## src/rtl/instr_fetch.sv

```systemverilog
`default_nettype none
// ============================================================================
//  Module      : instr_fetch
//  Description : Instruction-fetch front end. Avalon-MM read master that
//                fetches 32-bit words at the PC, holds each word and presents
//                its decoded fields under a valid/ready handshake. Accepts
//                PC redirects and drops in-flight reads that they overtake.
//                Optional feature macro: FETCH_HALT_ON_ZERO_EN (stop fetching
//                when the PC would become zero).
//  Revision    : 1.0  initial release
// ============================================================================
module instr_fetch #(
    parameter logic [31:0] RESET_VECTOR = 32'hBFC00000
) (
    input  logic        clk,
    input  logic        reset,
    output logic [31:0] address,
    output logic        read,
    input  logic        waitrequest,
    input  logic [31:0] readdata,
    output logic        instr_valid,
    input  logic        instr_ready,
    input  logic        redirect_valid,
    input  logic [31:0] redirect_pc,
    output logic [31:0] pc_out,
    output logic [5:0]  opcode,
    output logic [5:0]  function_code,
    output logic [4:0]  b_code,
    output logic [4:0]  rs,
    output logic [4:0]  rt,
    output logic [4:0]  rd,
    output logic [4:0]  shamt,
    output logic [15:0] immediate,
    output logic [25:0] jump_target,
    output logic        misaligned,
    output logic        halted
);

    typedef enum logic [1:0] {
        S_REQ  = 2'd0,
        S_RESP = 2'd1,
        S_HOLD = 2'd2,
        S_HALT = 2'd3
    } state_t;

`ifdef FETCH_HALT_ON_ZERO_EN
    localparam logic c_halt_en = 1'b1;
`else
    localparam logic c_halt_en = 1'b0;
`endif

    state_t      r_state;
    state_t      w_state_nxt;
    logic [31:0] r_pc;
    logic [31:0] w_pc_nxt;
    logic [31:0] r_redir_pc;
    logic [31:0] w_redir_pc_nxt;
    logic [31:0] r_instr;
    logic [31:0] w_instr_nxt;
    logic [31:0] r_pc_out;
    logic [31:0] w_pc_out_nxt;
    logic        r_kill;
    logic        w_kill_nxt;
    logic        r_misaligned;

    logic [31:0] w_redir_tgt;
    logic [31:0] w_pc_inc;

    // Redirect targets are forced word aligned; the low bits only flag misalignment.
    assign w_redir_tgt = {redirect_pc[31:2], 2'b00};
    assign w_pc_inc    = r_pc + 32'd4;

    // State register plus every piece of fetch state, restarted by reset.
    always_ff @(posedge clk) begin
        if (!reset) begin
            r_state      <= S_REQ;
            r_pc         <= RESET_VECTOR;
            r_redir_pc   <= RESET_VECTOR;
            r_instr      <= 32'd0;
            r_pc_out     <= 32'd0;
            r_kill       <= 1'b0;
            r_misaligned <= 1'b0;
        end else begin
            r_state      <= w_state_nxt;
            r_pc         <= w_pc_nxt;
            r_redir_pc   <= w_redir_pc_nxt;
            r_instr      <= w_instr_nxt;
            r_pc_out     <= w_pc_out_nxt;
            r_kill       <= w_kill_nxt;
            r_misaligned <= redirect_valid && (redirect_pc[1:0] != 2'b00);
        end
    end

    // Next-state logic. While a request is pending the PC (and so the bus
    // address) is frozen; an overtaking redirect is parked in r_redir_pc and
    // applied once the killed read has drained in RESP.
    always_comb begin
        w_state_nxt    = r_state;
        w_pc_nxt       = r_pc;
        w_redir_pc_nxt = r_redir_pc;
        w_instr_nxt    = r_instr;
        w_pc_out_nxt   = r_pc_out;
        w_kill_nxt     = r_kill;
        case (r_state)
            S_REQ: begin
                if (redirect_valid) begin
                    w_kill_nxt     = 1'b1;
                    w_redir_pc_nxt = w_redir_tgt;
                end
                if (!waitrequest) begin
                    w_state_nxt = S_RESP;
                end
            end
            S_RESP: begin
                w_instr_nxt  = readdata;
                w_pc_out_nxt = r_pc;
                w_kill_nxt   = 1'b0;
                if (redirect_valid) begin
                    // A redirect arriving now kills this word and wins over a parked one.
                    w_pc_nxt    = w_redir_tgt;
                    w_state_nxt = (c_halt_en && (w_redir_tgt == 32'd0)) ? S_HALT : S_REQ;
                end else if (r_kill) begin
                    w_pc_nxt    = r_redir_pc;
                    w_state_nxt = (c_halt_en && (r_redir_pc == 32'd0)) ? S_HALT : S_REQ;
                end else begin
                    w_state_nxt = S_HOLD;
                end
            end
            S_HOLD: begin
                if (redirect_valid) begin
                    // With or without a handshake the next fetch comes from the target.
                    w_pc_nxt    = w_redir_tgt;
                    w_state_nxt = (c_halt_en && (w_redir_tgt == 32'd0)) ? S_HALT : S_REQ;
                end else if (instr_ready) begin
                    w_pc_nxt    = w_pc_inc;
                    w_state_nxt = (c_halt_en && (w_pc_inc == 32'd0)) ? S_HALT : S_REQ;
                end
            end
            S_HALT: begin
                w_state_nxt = S_HALT;
            end
            default: begin
                w_state_nxt = S_REQ;
            end
        endcase
    end

    assign address     = r_pc;
    assign read        = (r_state == S_REQ) && reset;
    assign instr_valid = (r_state == S_HOLD) && reset;
    assign pc_out      = r_pc_out;
    assign misaligned  = r_misaligned;

`ifdef FETCH_HALT_ON_ZERO_EN
    assign halted = (r_state == S_HALT);
`else
    assign halted = 1'b0;
`endif

    assign opcode        = r_instr[31:26];
    assign rs            = r_instr[25:21];
    assign rt            = r_instr[20:16];
    assign b_code        = r_instr[20:16];
    assign rd            = r_instr[15:11];
    assign shamt         = r_instr[10:6];
    assign function_code = r_instr[5:0];
    assign immediate     = r_instr[15:0];
    assign jump_target   = r_instr[25:0];

endmodule
`default_nettype wire

```

## config.mk

```make
export PLATFORM = sky130hd
export DESIGN_NAME = instr_fetch
export DESIGN_NICKNAME = d
export VERILOG_FILES = /design/src/rtl/instr_fetch.sv
export SDC_FILE = /design/constraint.sdc
export NUM_CORES = 1
export LEC_CHECK = 0
export BUFFER_PORTS_ARGS = -buffer_cell sky130_fd_sc_hd__buf_4
export CAP_MARGIN = 10
export CORE_ASPECT_RATIO = 0.6
export CORE_UTILIZATION = 50
export CTS_CLUSTER_DIAMETER = 60
export DETAILED_ROUTE_END_ITERATION = 10
export PLACE_DENSITY_LB_ADDON = 0.08
export SLEW_MARGIN = 20
export SYNTH_ARGS = -nofsm -noshare
export SYNTH_HDL_FRONTEND = slang
export SYNTH_SLANG_ARGS = --single-unit
```

## constraint.sdc

```tcl
create_clock -name clk -period 2.4 [get_ports clk]
set_input_delay 0.12 -clock clk [delete_from_list [all_inputs] [get_ports clk]]
set_output_delay 0.12 -clock clk [all_outputs]
set_load 0.03 [all_outputs]
```

==> metrics.md, run 1 <==
| Metric | Value |
|---|---|
| Status | `completed` |
| CP Capture Point | `address[16]$_SDFFE_PN0P_` |
| TNS Setup | `0 ps` |
| Ys flop type | `dfxtp_1` |
| VDD IR-drop max | `about 0.48 mV` |
| CP max FO | `28` |
| IO Count | `216` |
| Vias | `6,075` |
| Post-layout minimum cycle time | `around 2100 ps` |
| Num CTS Buffers | `17` |
| WS Path Type | `flip-flop to flip-flop` |
| Final setup fails | `0` |
| Max Cap Viol | `0` |
| Most frequent cell after synthesis | `dfxtp_1` |
| CP Capture Type | `flip-flop` |
| Worst-path clk slew | `roughly 60 ps` |
| Avg Cell Area, Syn | `8.502 um^2` |
| Share of cells above drive strength 1 | `29.39%` |
| WL/cell | `16.51 um` |
| Die Wd | `146.0 um` |
| Distinct cell type count after synthesis | `56` |
| Clock power share | `37.1%` |
| Crit path max-delay cell type | `or2_4` |
| Int Power | `4.645 mW` |
| Initial Utilization | `51.43%` |
| Synth top area share | `40.53%` |
| Register share of total power | `36.5%` |
| H-tree lvl count | `4` |
| Global route overflow | `0` |
| Pwr dens | `slightly below 800 nW/um^2` |
| Ys Warns | `0` |
| Clock Path Buffers | `2` |
| Layout Nets | `1,019` |
| Crit path largest cell delay | `380 ps` |
| Reg2Reg Depth | `7` |
| Vias in the first global route | `5,620` |
| Worst hold path class | `input pin to flip-flop` |
| Crit path launch | `r_state[0]$_SDFFE_PN0P_` |
| Area contributors post-synth | `dfxtp_1 41%, mux2i_1 11%, buf_4 6.4%` |
| Synth top cells by count | `126 x dfxtp_1, 87 x nand2_1, 74 x nor2_1` |
| Final critical-path share of the clock period | `87.19%` |
| Pin count of the biggest net entering global routing | `39` |
| RSZ-0062 raised after global routing | `false` |
| Slew HR | `52.74%` |
| Gpl congestion | `0.8518` |
| First-pass GRT wire length | `28.31 mm` |
| DP Wirelength | `12.16 mm` |
| Asr flop ratio synth | `0%` |
| Num rows | `31` |
| Clock Root Buffer | `clkbuf_16` |
| Post-Route WL | `18.51 mm` |
| Sequential fraction of the synthesis area | `40.53%` |
| Required time worst endpoint | `2700 ps` |
| Mapped Area | `6223 um^2` |
| Startpoint Class | `flip-flop` |
| Initial drt markers | `440` |
| RR Endpoint | `address[16]$_SDFFE_PN0P_` |
| Drt drc | `0` |
| Drt pass-1 iters | `5` |
| N_diodes | `0` |
| Clock Latency Late Sink | `410 ps` |
| Post-Synthesis Cells | `732` |
| Switching power | `2.192 mW` |
| Total core area | `12,100 um^2` |
| CTS Sinks | `between 100 and 150` |
| Worst reg2reg setup slack | `approximately 310 ps` |
| Synthesis-stage register bit count | `roughly 130` |
| All-layer global routing usage | `27.96%` |
| CTS tree | `yes` |
| Leakage | `3.917 nW` |
| Via density | `5.419` |
| Combinational power share | `26.3%` |
| Post-synth EDFFs | `0` |
| Sw Share | `about a third` |
| Cell taking the most area after synthesis | `dfxtp_1` |
| Initial antenna violation count | `0` |
| Input/output buffers | `210` |
| Min setup slack post-route | `307.3 ps` |
| Max-slew violations | `0` |
| Worst Max-Slew Pin Slew | `between 700 and 800 ps` |
| Max Fclk | `477.9 MHz` |
| Critical R2R Launch | `r_state[0]$_SDFFE_PN0P_` |
| Post-DRT Antenna Nets | `0` |
| Die area | `12,910 um^2` |
| Clock skew | `7.399 ps` |
| Pre-CTS WS | `roughly 75 ps` |
| Crit path cell chain | `inv_1 -> ha_2 -> nand2b_1 -> a21oi_1 -> or2_4 -> a211oi_1 -> a2111oi_2` |
| Area Growth Syn to Fin | `41.38%` |
| Die height | `88.42 um` |
| CP arrival | `2390 ps` |
| Post-CTS setup buffers | `0` |
| Final hold violations | `0` |
| FILL cells | `930` |
state kept, by name, indices dropped and copies added (netlist names):
register	cells
r_redir_pc	30
r_kill	1
r_instr	32
address	30
misaligned	1
r_state	2
pc_out	30
worst max-delay path, delay by kind of cell, from the launching register on:
| kind | cells | cell delay, ps |
|---|---|---|
| buffers and inverters | 1 | 110 |
| AO/OA/AOI/OAI | 3 | 690 |
| AND/OR/NAND/NOR | 2 | 470 |
| flip-flops | 1 | 360 |
| adder cells (fa/ha/maj) | 1 | 340 |
routing by layer:
metal  track usage, %  share of wire [%]  wire (um)  vias to the layer above
li1                 -                  -          -                     2913
met1            38.01                 45       8332                     2868
met2            45.15                 46       8450                      268
met3            5.670                8.0       1482                       26
met4            8.996                1.3        244                        0
met5                0                  0          0                        -
through the flow:
step,total power [mW],cell area (um^2),cells,util [%],hold WS [ps]
floorplan,3.686,6238,736,-,244.2
global placement,4.191,7596,1029,62.77,341.8
detailed placement,4.231,7596,1029,62.77,344.5
CTS,6.842,8793,1121,72.66,11.01
global route,7.117,8798,1121,72.70,25.28
finish,6.837,8798,1121,72.70,4.357
power groups by stage:
stage	Clock, mW	Sequential, mW	Combinational (mW)
after floorplan	0	2.76	0.921
after global placement	0	2.52	1.67
after detailed placement	0	2.53	1.70
after CTS	2.56	2.49	1.79
after global routing	2.68	2.52	1.92
final	2.54	2.50	1.80
layout by cell type (no fill, tap or decap), types with 4 or more instances in the layout:
cell and n:
a311oi_1 4, mux2i_1 67, a221oi_1 5, a221o_1 4, dlygate4sd3_1 62, nand4_1 8
a21boi_0 4, nand2b_1 6, and3_1 13, clkinv_2 5, inv_1 7, a211oi_1 6
nand2_1 87, buf_4 234, a21oi_1 53, a21o_1 5, nand3_1 23, nor3_1 6
a31oi_1 9, o211ai_1 6, o21ai_0 23, conb_1 5, clkbuf_16 17, nor2_1 73
and2_1 5, dfxtp_1 126, nor2b_1 32, xor2_1 4
kinds of logic after synthesis:
family / after synthesis / synth area share [%]
other: 1 / 0.06026
XOR/XNOR: 6 / 0.8444
adder cells (fa/ha/maj): 5 / 1.005
AND/OR/NAND/NOR: 268 / 21.01
buffers and inverters: 114 / 10.45
flip-flops: 126 / 40.53
AO/OA/AOI/OAI: 145 / 15.32
multiplexers: 67 / 10.78
layout make-up:
class,instances,area [um^2],share of cell area (%)
flip-flops and latches,126,2522,28.67
repair buffers,296,2377,27.02
clock inverters,12,147.6,1.678
multi-input cells,496,3085,35.07
clock buffers,18,429.2,4.878
well taps,165,206.4,2.346
inverters,8,30.03,0.3413
timing repair:
item | in CTS | in global routing
setup endpoints to repair | 0 | 10
gates resized for setup | 0 | 2
hold endpoints to repair | 62 | 0
hold buffers | 62 | 0
how the worst min path moves through the flow:
stage / startpoint / endpoint / slack [ps] / cells past startpoint
after floorplan: redirect_pc[23] / r_redir_pc[23]$_SDFFE_PN1P_ / 240 / 2
after global placement: redirect_pc[0] / misaligned$_SDFF_PN0_ / 340 / 2
after detailed placement: redirect_pc[31] / r_redir_pc[31]$_SDFFE_PN1P_ / 340 / 3
after CTS: readdata[4] / r_instr[4]$_SDFFE_PN0P_ / 10 / 3
after global routing: readdata[0] / r_instr[0]$_SDFFE_PN0P_ / 30 / 3
final: readdata[0] / r_instr[0]$_SDFFE_PN0P_ / 4 / 3
Note: power is estimated with default switching activity, not from simulation.
==> inputs of run 2 (changes only) <==
BUFFER_PORTS_ARGS = -buffer_cell sky130_fd_sc_hd__buf_2   (was -buffer_cell sky130_fd_sc_hd__buf_4)
==> run 2 against run 1 <==
Power shrank 0.12%. Via count rose by 0.61%. Clock power is 6% higher. Critical path depth shrank 1. Setup slack got worse by 80 ps. Design area is 4.9% lower. Global-route usage fell by 0.43 points. Hold slack gained 23 ps. Sequential share of layout area rose by 1.5 points. Cell count rose by 0.62%. Critical path type is now flip-flop to output pin. Non-clock buffer count up 5. Sequential power hardly changed.
==> metrics.md, run 2 (synthesized netlist as in run 1, its figures left out) <==
| Metric | Value |
|---|---|
| Total core area | `12,100 um^2 (unchanged)` |
| RSZ-0062 raised after global routing | `false` |
| CTS tree | `yes` |
| Sw Share | `32.76% (+0.69 points)` |
| Max Cap Viol | `0 (unchanged)` |
| Required time worst endpoint | `2280 ps (-420 ps)` |
| WL/cell | `16.07 um (-2.7%)` |
| Vias in the first global route | `5,472 (-2.6%)` |
| Leakage | `3.876 nW (-1.0%)` |
| Switching power | `2.237 mW (+2.0%)` |
| Drt pass-1 iters | `7 (+2)` |
| Wire length on met1 | `8.416 mm (+1.0%)` |
| Slew HR | `28.34% (-24 points)` |
| CP arrival | `2050 ps (-340 ps)` |
| Clock Path Buffers | `2 (unchanged)` |
| CP Capture Type | `output pin` |
| Share of cells above drive strength 1 | `29.70% (+0.31 points)` |
| Final hold violations | `0 (unchanged)` |
| Drt drc | `0 (unchanged)` |
| Max-slew violations | `0 (unchanged)` |
| CTS Sinks | `126 (unchanged)` |
| Num rows | `31 (unchanged)` |
| Initial drt markers | `457 (+3.9%)` |
| Die Wd | `146.0 um (unchanged)` |
| Clock Root Buffer | `clkbuf_16` |
| Clock power share | `39.4% (+2.3 points)` |
| Post-Route WL | `18.13 mm (-2.0%)` |
| Die height | `88.42 um (unchanged)` |
| Vias | `6,112 (+0.61%)` |
| N_diodes | `0 (unchanged)` |
| Worst Max-Slew Pin Slew | `1075 ps (+367.0 ps)` |
| Top sig layer | `met4` |
| Post-DRT Antenna Nets | `0 (unchanged)` |
| First-pass GRT wire length | `28.01 mm (-1.0%)` |
| Layout Nets | `1,024 (+0.49%)` |
| Initial Utilization | `51.43% (unchanged)` |
| Area Growth Syn to Fin | `34.40%` |
| Final setup fails | `0 (unchanged)` |
| Flip-flop count of the largest register after layout | `32 (unchanged)` |
| TNS Setup | `0 ps (unchanged)` |
| WS Path Type | `flip-flop to output pin` |
| All-layer global routing usage | `27.52% (-0.43 points)` |
| Pwr dens | `816.5 nW/um^2 (+5.1%)` |
| Startpoint Class | `flip-flop` |
| Gpl congestion | `0.8699 (+2.1%)` |
| Biggest register | `r_instr` |
| Num CTS Buffers | `17 (unchanged)` |
| Worst-path clk slew | `60 ps (about the same)` |
| IO Count | `216 (unchanged)` |
| Global route overflow | `0 (unchanged)` |
| Pin count of the biggest net entering global routing | `64 (+64%)` |
| Register share of total power | `36.3% (-0.2 points)` |
| Input/output buffers | `210 (unchanged)` |
| H-tree lvl count | `4 (unchanged)` |
| Initial antenna violation count | `0 (unchanged)` |
| Most common cell after layout, fill and taps aside | `buf_2` |
| Clock skew | `11.86 ps (+4.458 ps)` |
| Clock Latency Late Sink | `420 ps (about the same)` |
| CP max FO | `14 (-50%)` |
| WL met3 | `1.420 mm (-4.2%)` |
| Utilization after layout | `69.12% (-3.6 points)` |
| Die area | `12,910 um^2 (unchanged)` |
| DP Wirelength | `11.97 mm (-1.6%)` |
| Combinational power share | `24.3% (-2.0 points)` |
| FILL cells | `1,004 (+8.0%)` |
| Worst hold path class | `input pin to flip-flop` |
| Post-layout minimum cycle time | `2173 ps (+79.99 ps)` |
| Int Power | `4.592 mW (-1.1%)` |
| Via density | `5.418 (about the same)` |
| VDD IR-drop max | `0.4967 mV (+3.8%)` |
| Status | `completed` |
| Post-CTS setup buffers | `0 (unchanged)` |
| Routed wl met2 | `8.086 mm (-4.3%)` |
| Max Fclk | `460.3 MHz (-3.7%)` |
| Most frequent cells in the layout | `210 x buf_2, 126 x dfxtp_1, 87 x nand2_1` |
| Final critical-path share of the clock period | `90.53% (+3.3 points)` |
==> run 2: cell types whose count changed in the layout (fill, tap and decap cells not counted) <==
cell           change
clkinvlp_4         +1
clkinv_2           -4
dlygate4sd3_1      +1
buf_2            +210
buf_12             +1
buf_4            -207
clkbuf_8           +2
ha_2               -1
clkinv_4           +2
inv_6              +1
ha_1               +1
==> run 2: layer usage <==
layer | vias up | GRT usage (%)
met5 | - | 0
met3 | 27 | 7.680
met2 | 256 | 43.45
met1 | 2913 | 37.62
li1 | 2916 | -
met4 | 0 | 6.534
==> run 2: worst paths after layout <==
check / startpoint / endpoint / cells past startpoint / slack, ps
worst max-delay path: r_state[0]$_SDFFE_PN0P_ / instr_valid / 6 / 230
worst min-delay path: readdata[5] / r_instr[5]$_SDFFE_PN0P_ / 3 / 30
worst max register to register: r_state[0]$_SDFFE_PN0P_ / address[16]$_SDFFE_PN0P_ / 6 / 300
worst min register to register: r_redir_pc[21]$_SDFFE_PN0P_ / r_redir_pc[21]$_SDFFE_PN0P_ / 2 / 450
==> run 2: worst max-delay path, stage by stage (launching register included) <==
cell and delay, ps:
dfxtp_1 420, inv_1 100, ha_1 300, inv_1 250, buf_4 270, nor2_1 90
buf_2 200
==> run 2: timing repair <==
item / CTS / global route
hold buffers: 63 / 0
hold endpoints to repair: 63 / 0
resized for setup: 0 / 1
endpoints found under the setup margin: 0 / 1
==> run 2: final cells by class <==
| class | count | area (um^2) | share of cell area (%) |
|---|---|---|---|
| Sequential cell | 126 | 2522 | 30.16 |
| Clock buffer | 20 | 456.7 | 5.460 |
| Clock inverter | 12 | 161.4 | 1.930 |
| Tap cell | 165 | 206.4 | 2.468 |
| Timing Repair Buffer | 301 | 1904 | 22.77 |
| Multi-Input combinational cell | 496 | 3083 | 36.86 |
| Inverter | 8 | 30.03 | 0.3590 |
==> run 2: through the flow <==
step	hold slack, ps	setup WS (ps)	std cells	power (mW)	cell area (um^2)
2_1_floorplan	244.2	411.2	736	3.686	6238
3_3_place_gp	342.8	293.4	1033	4.040	7113
3_5_place_dp	349.7	181.0	1033	4.076	7113
4_1_cts	29.98	172.7	1128	6.829	8362
5_1_grt	69.03	125.3	1128	7.101	8364
6_report	27.72	227.4	1128	6.829	8364
==> run 2: power groups by stage <==
stage | registers [mW] | logic (mW) | clock network, mW
3_5_place_dp | 2.51 | 1.56 | 0
5_1_grt | 2.50 | 1.78 | 2.81
6_report | 2.48 | 1.66 | 2.69
2_1_floorplan | 2.76 | 0.921 | 0
3_3_place_gp | 2.50 | 1.54 | 0
4_1_cts | 2.47 | 1.65 | 2.71
==> inputs of run 3 (changes only) <==
CTS_BUF_LIST = sky130_fd_sc_hd__clkbuf_8   (was not set)
PLACE_DENSITY = 0.8   (was not set)
PLACE_DENSITY_LB_ADDON = not set   (was 0.08)
SKIP_LAST_GASP = 1   (was not set)
==> run 3 against run 2 <==
Register-to-register slack lost 30 ps. Critical path depth is 1 higher. Die area did not move. Clock power fell by 23%. Sequential share of layout area grew 0.60 points. Global-route usage is 0.64 points lower. Sequential power hardly changed. First-iteration DRC count grew 11%. Routed wire length decreased by 2.8%. Fmax is 2.2% higher. Setup slack improved by 47 ps.
==> metrics.md, run 3 (synthesized netlist as in run 1, its figures left out) <==
| Metric | Value |
|---|---|
| CTS Sinks | `126 (unchanged)` |
| Max-slew violations | `0 (unchanged)` |
| WL/cell | `15.60 um (-2.9%)` |
| FILL cells | `1,001 (-0.30%)` |
| Status | `completed` |
| CTS tree | `yes` |
| Most common cell after layout, fill and taps aside | `buf_2` |
| Clock Latency Late Sink | `440 ps (+20 ps)` |
| Utilization after layout | `67.76% (-1.4 points)` |
| Startpoint Class | `flip-flop` |
| TNS Setup | `0 ps (unchanged)` |
| Post-Route WL | `17.63 mm (-2.8%)` |
| Leakage | `3.790 nW (-2.2%)` |
| Cts hold-fix bufs | `64 (+1.6%)` |
| Vias | `6,038 (-1.2%)` |
| Final non-filler cell total | `1,130 (+0.18%)` |
| CP Capture Type | `flip-flop` |
| Crit path cell chain | `inv_1 -> ha_1 -> nand2b_1 -> a21oi_1 -> or2_2 -> a211oi_1 -> a2111oi_2` |
| Via density | `5.343 (-1.4%)` |
| Max Cap Viol | `0 (unchanged)` |
| Layout Nets | `1,025 (+0.098%)` |
| Flip-flop count of the largest register after layout | `32 (unchanged)` |
| Area Growth Syn to Fin | `31.77%` |
| Reg2Reg Depth | `7 (+1)` |
| Drt pass-1 iters | `5 (-2)` |
| Final hold violations | `0 (unchanged)` |
| Pwr dens | `756.4 nW/um^2 (-7.4%)` |
| Slew HR | `60.67% (+32 points)` |
| Clock Path Buffers | `2 (unchanged)` |
| Post-CTS setup buffers | `0 (unchanged)` |
| Global route overflow | `0 (unchanged)` |
| Drt drc | `0 (unchanged)` |
| Most frequent cells in the layout | `210 x buf_2, 126 x dfxtp_1, 87 x nand2_1` |
| Die height | `88.42 um (unchanged)` |
| Initial Utilization | `51.43% (unchanged)` |
| Initial antenna violation count | `1 (+1)` |
| Total power | `6.202 mW (-9.2%)` |
| CP max FO | `28 (+14)` |
| Hold Path Depth | `4 (+1)` |
| Worst hold path class | `input pin to flip-flop` |
| Input/output buffers | `210 (unchanged)` |
| WS Path Type | `flip-flop to flip-flop` |
| Max Fclk | `470.5 MHz (+2.2%)` |
| Clock Root Buffer | `clkbuf_8` |
| DP Wirelength | `11.40 mm (-4.8%)` |
| Die area | `12,910 um^2 (unchanged)` |
| CP arrival | `2430 ps (+380 ps)` |
| Pin count of the biggest net entering global routing | `54 (-16%)` |
| Initial drt markers | `506 (+11%)` |
| Die Wd | `146.0 um (unchanged)` |
| Worst-path clk slew | `80 ps (+20 ps)` |
| All-layer global routing usage | `26.88% (-0.64 points)` |
| Crit path max-delay cell type | `or2_2` |
| Total core area | `12,100 um^2 (unchanged)` |
| Clock skew | `14.80 ps (+2.946 ps)` |
| Worst Max-Slew Pin Slew | `589.9 ps (-484.9 ps)` |
| Final critical-path share of the clock period | `88.56% (-2.0 points)` |
| Required time worst endpoint | `2700 ps (+420 ps)` |
| RSZ-0062 raised after global routing | `false` |
| Share of cells above drive strength 1 | `29.77% (+0.073 points)` |
| Num CTS Buffers | `17 (unchanged)` |
| Register area | `2522 um^2 (unchanged)` |
| Final setup fails | `0 (unchanged)` |
| Worst reg2reg setup slack | `270 ps (-30 ps)` |
| Placed insts | `1,033 (unchanged)` |
| Multi-input logic area | `3080 um^2 (about the same)` |
| Post-DRT Antenna Nets | `0 (unchanged)` |
| Crit path largest cell delay | `550 ps (+130 ps)` |
| Biggest register | `r_instr` |
| First-pass GRT wire length | `27.38 mm (-2.3%)` |
| IO Count | `216 (unchanged)` |
| VDD IR-drop max | `0.4116 mV (-17%)` |
| Post-layout minimum cycle time | `2125 ps (-47.23 ps)` |
| Gpl congestion | `0.8362 (-3.9%)` |
| H-tree lvl count | `4 (unchanged)` |
| Vias in the first global route | `5,320 (-2.8%)` |
| CTS resizes | `0 (unchanged)` |
| Num rows | `31 (unchanged)` |
==> run 3: cell count changes in the layout (fill, tap and decap cells not counted) <==
cell | before | now
bufinv_16 | 3 | 4
clkbuf_1 | 1 | 0
clkbuf_16 | 17 | 0
clkbuf_8 | 2 | 17
clkinv_2 | 1 | 0
clkinv_4 | 4 | 2
clkinvlp_4 | 3 | 5
diode_2 | 0 | 1
dlygate4sd3_1 | 63 | 64
inv_6 | 1 | 4
or2_2 | 0 | 1
or2_4 | 1 | 0
==> run 3: final timing paths <==
kind                                             startpoint                           to
worst max-delay path                r_state[0]$_SDFFE_PN0P_     address[16]$_SDFFE_PN0P_
worst min-delay path                            waitrequest      r_state[0]$_SDFFE_PN0P_
worst max register to register      r_state[0]$_SDFFE_PN0P_     address[16]$_SDFFE_PN0P_
worst min register to register  r_redir_pc[21]$_SDFFE_PN0P_  r_redir_pc[21]$_SDFFE_PN0P_
==> run 3: critical path, delay by kind of cell (launching register included) <==
kind	cells	cell delay (ps)
AND/OR/NAND/NOR	2	650
AO/OA/AOI/OAI	3	530
flip-flops	1	430
adder cells (fa/ha/maj)	1	270
buffers and inverters	1	100
==> run 3: cell type report <==
type | instances | share of cell area (%)
clock buffer | 17 | 2.853
multi-input combinational | 496 | 37.56
antenna | 1 | 0.03052
tap | 165 | 2.518
timing repair buffer | 302 | 23.34
clock inverter | 15 | 2.563
inverter | 8 | 0.3662
sequential | 126 | 30.76
==> run 3: per-stage QoR <==
step	setup WS [ps]	hold WS (ps)	cell area [um^2]
floorplan	411.2	244.2	6238
global placement	376.0	344.1	7113
detailed placement	295.7	356.0	7113
CTS	272.8	39.89	8198
global route	128.3	73.36	8198
finish	274.6	66.93	8200
==> run 3: routing by layer <==
metal,track usage [%],wire [um]
met1,36.90,8045
met2,41.80,7785
met3,6.959,1603
met4,8.333,197
met5,0,0
==> run 3: power by group <==
part / leakage [nW] / internal [mW] / switching (mW)
sequential: 1.03 / 2.28 / 0.187
combinational: 2.55 / 0.609 / 1.05
clock: 0.206 / 1.15 / 0.925
total: 3.79 / 4.04 / 2.16
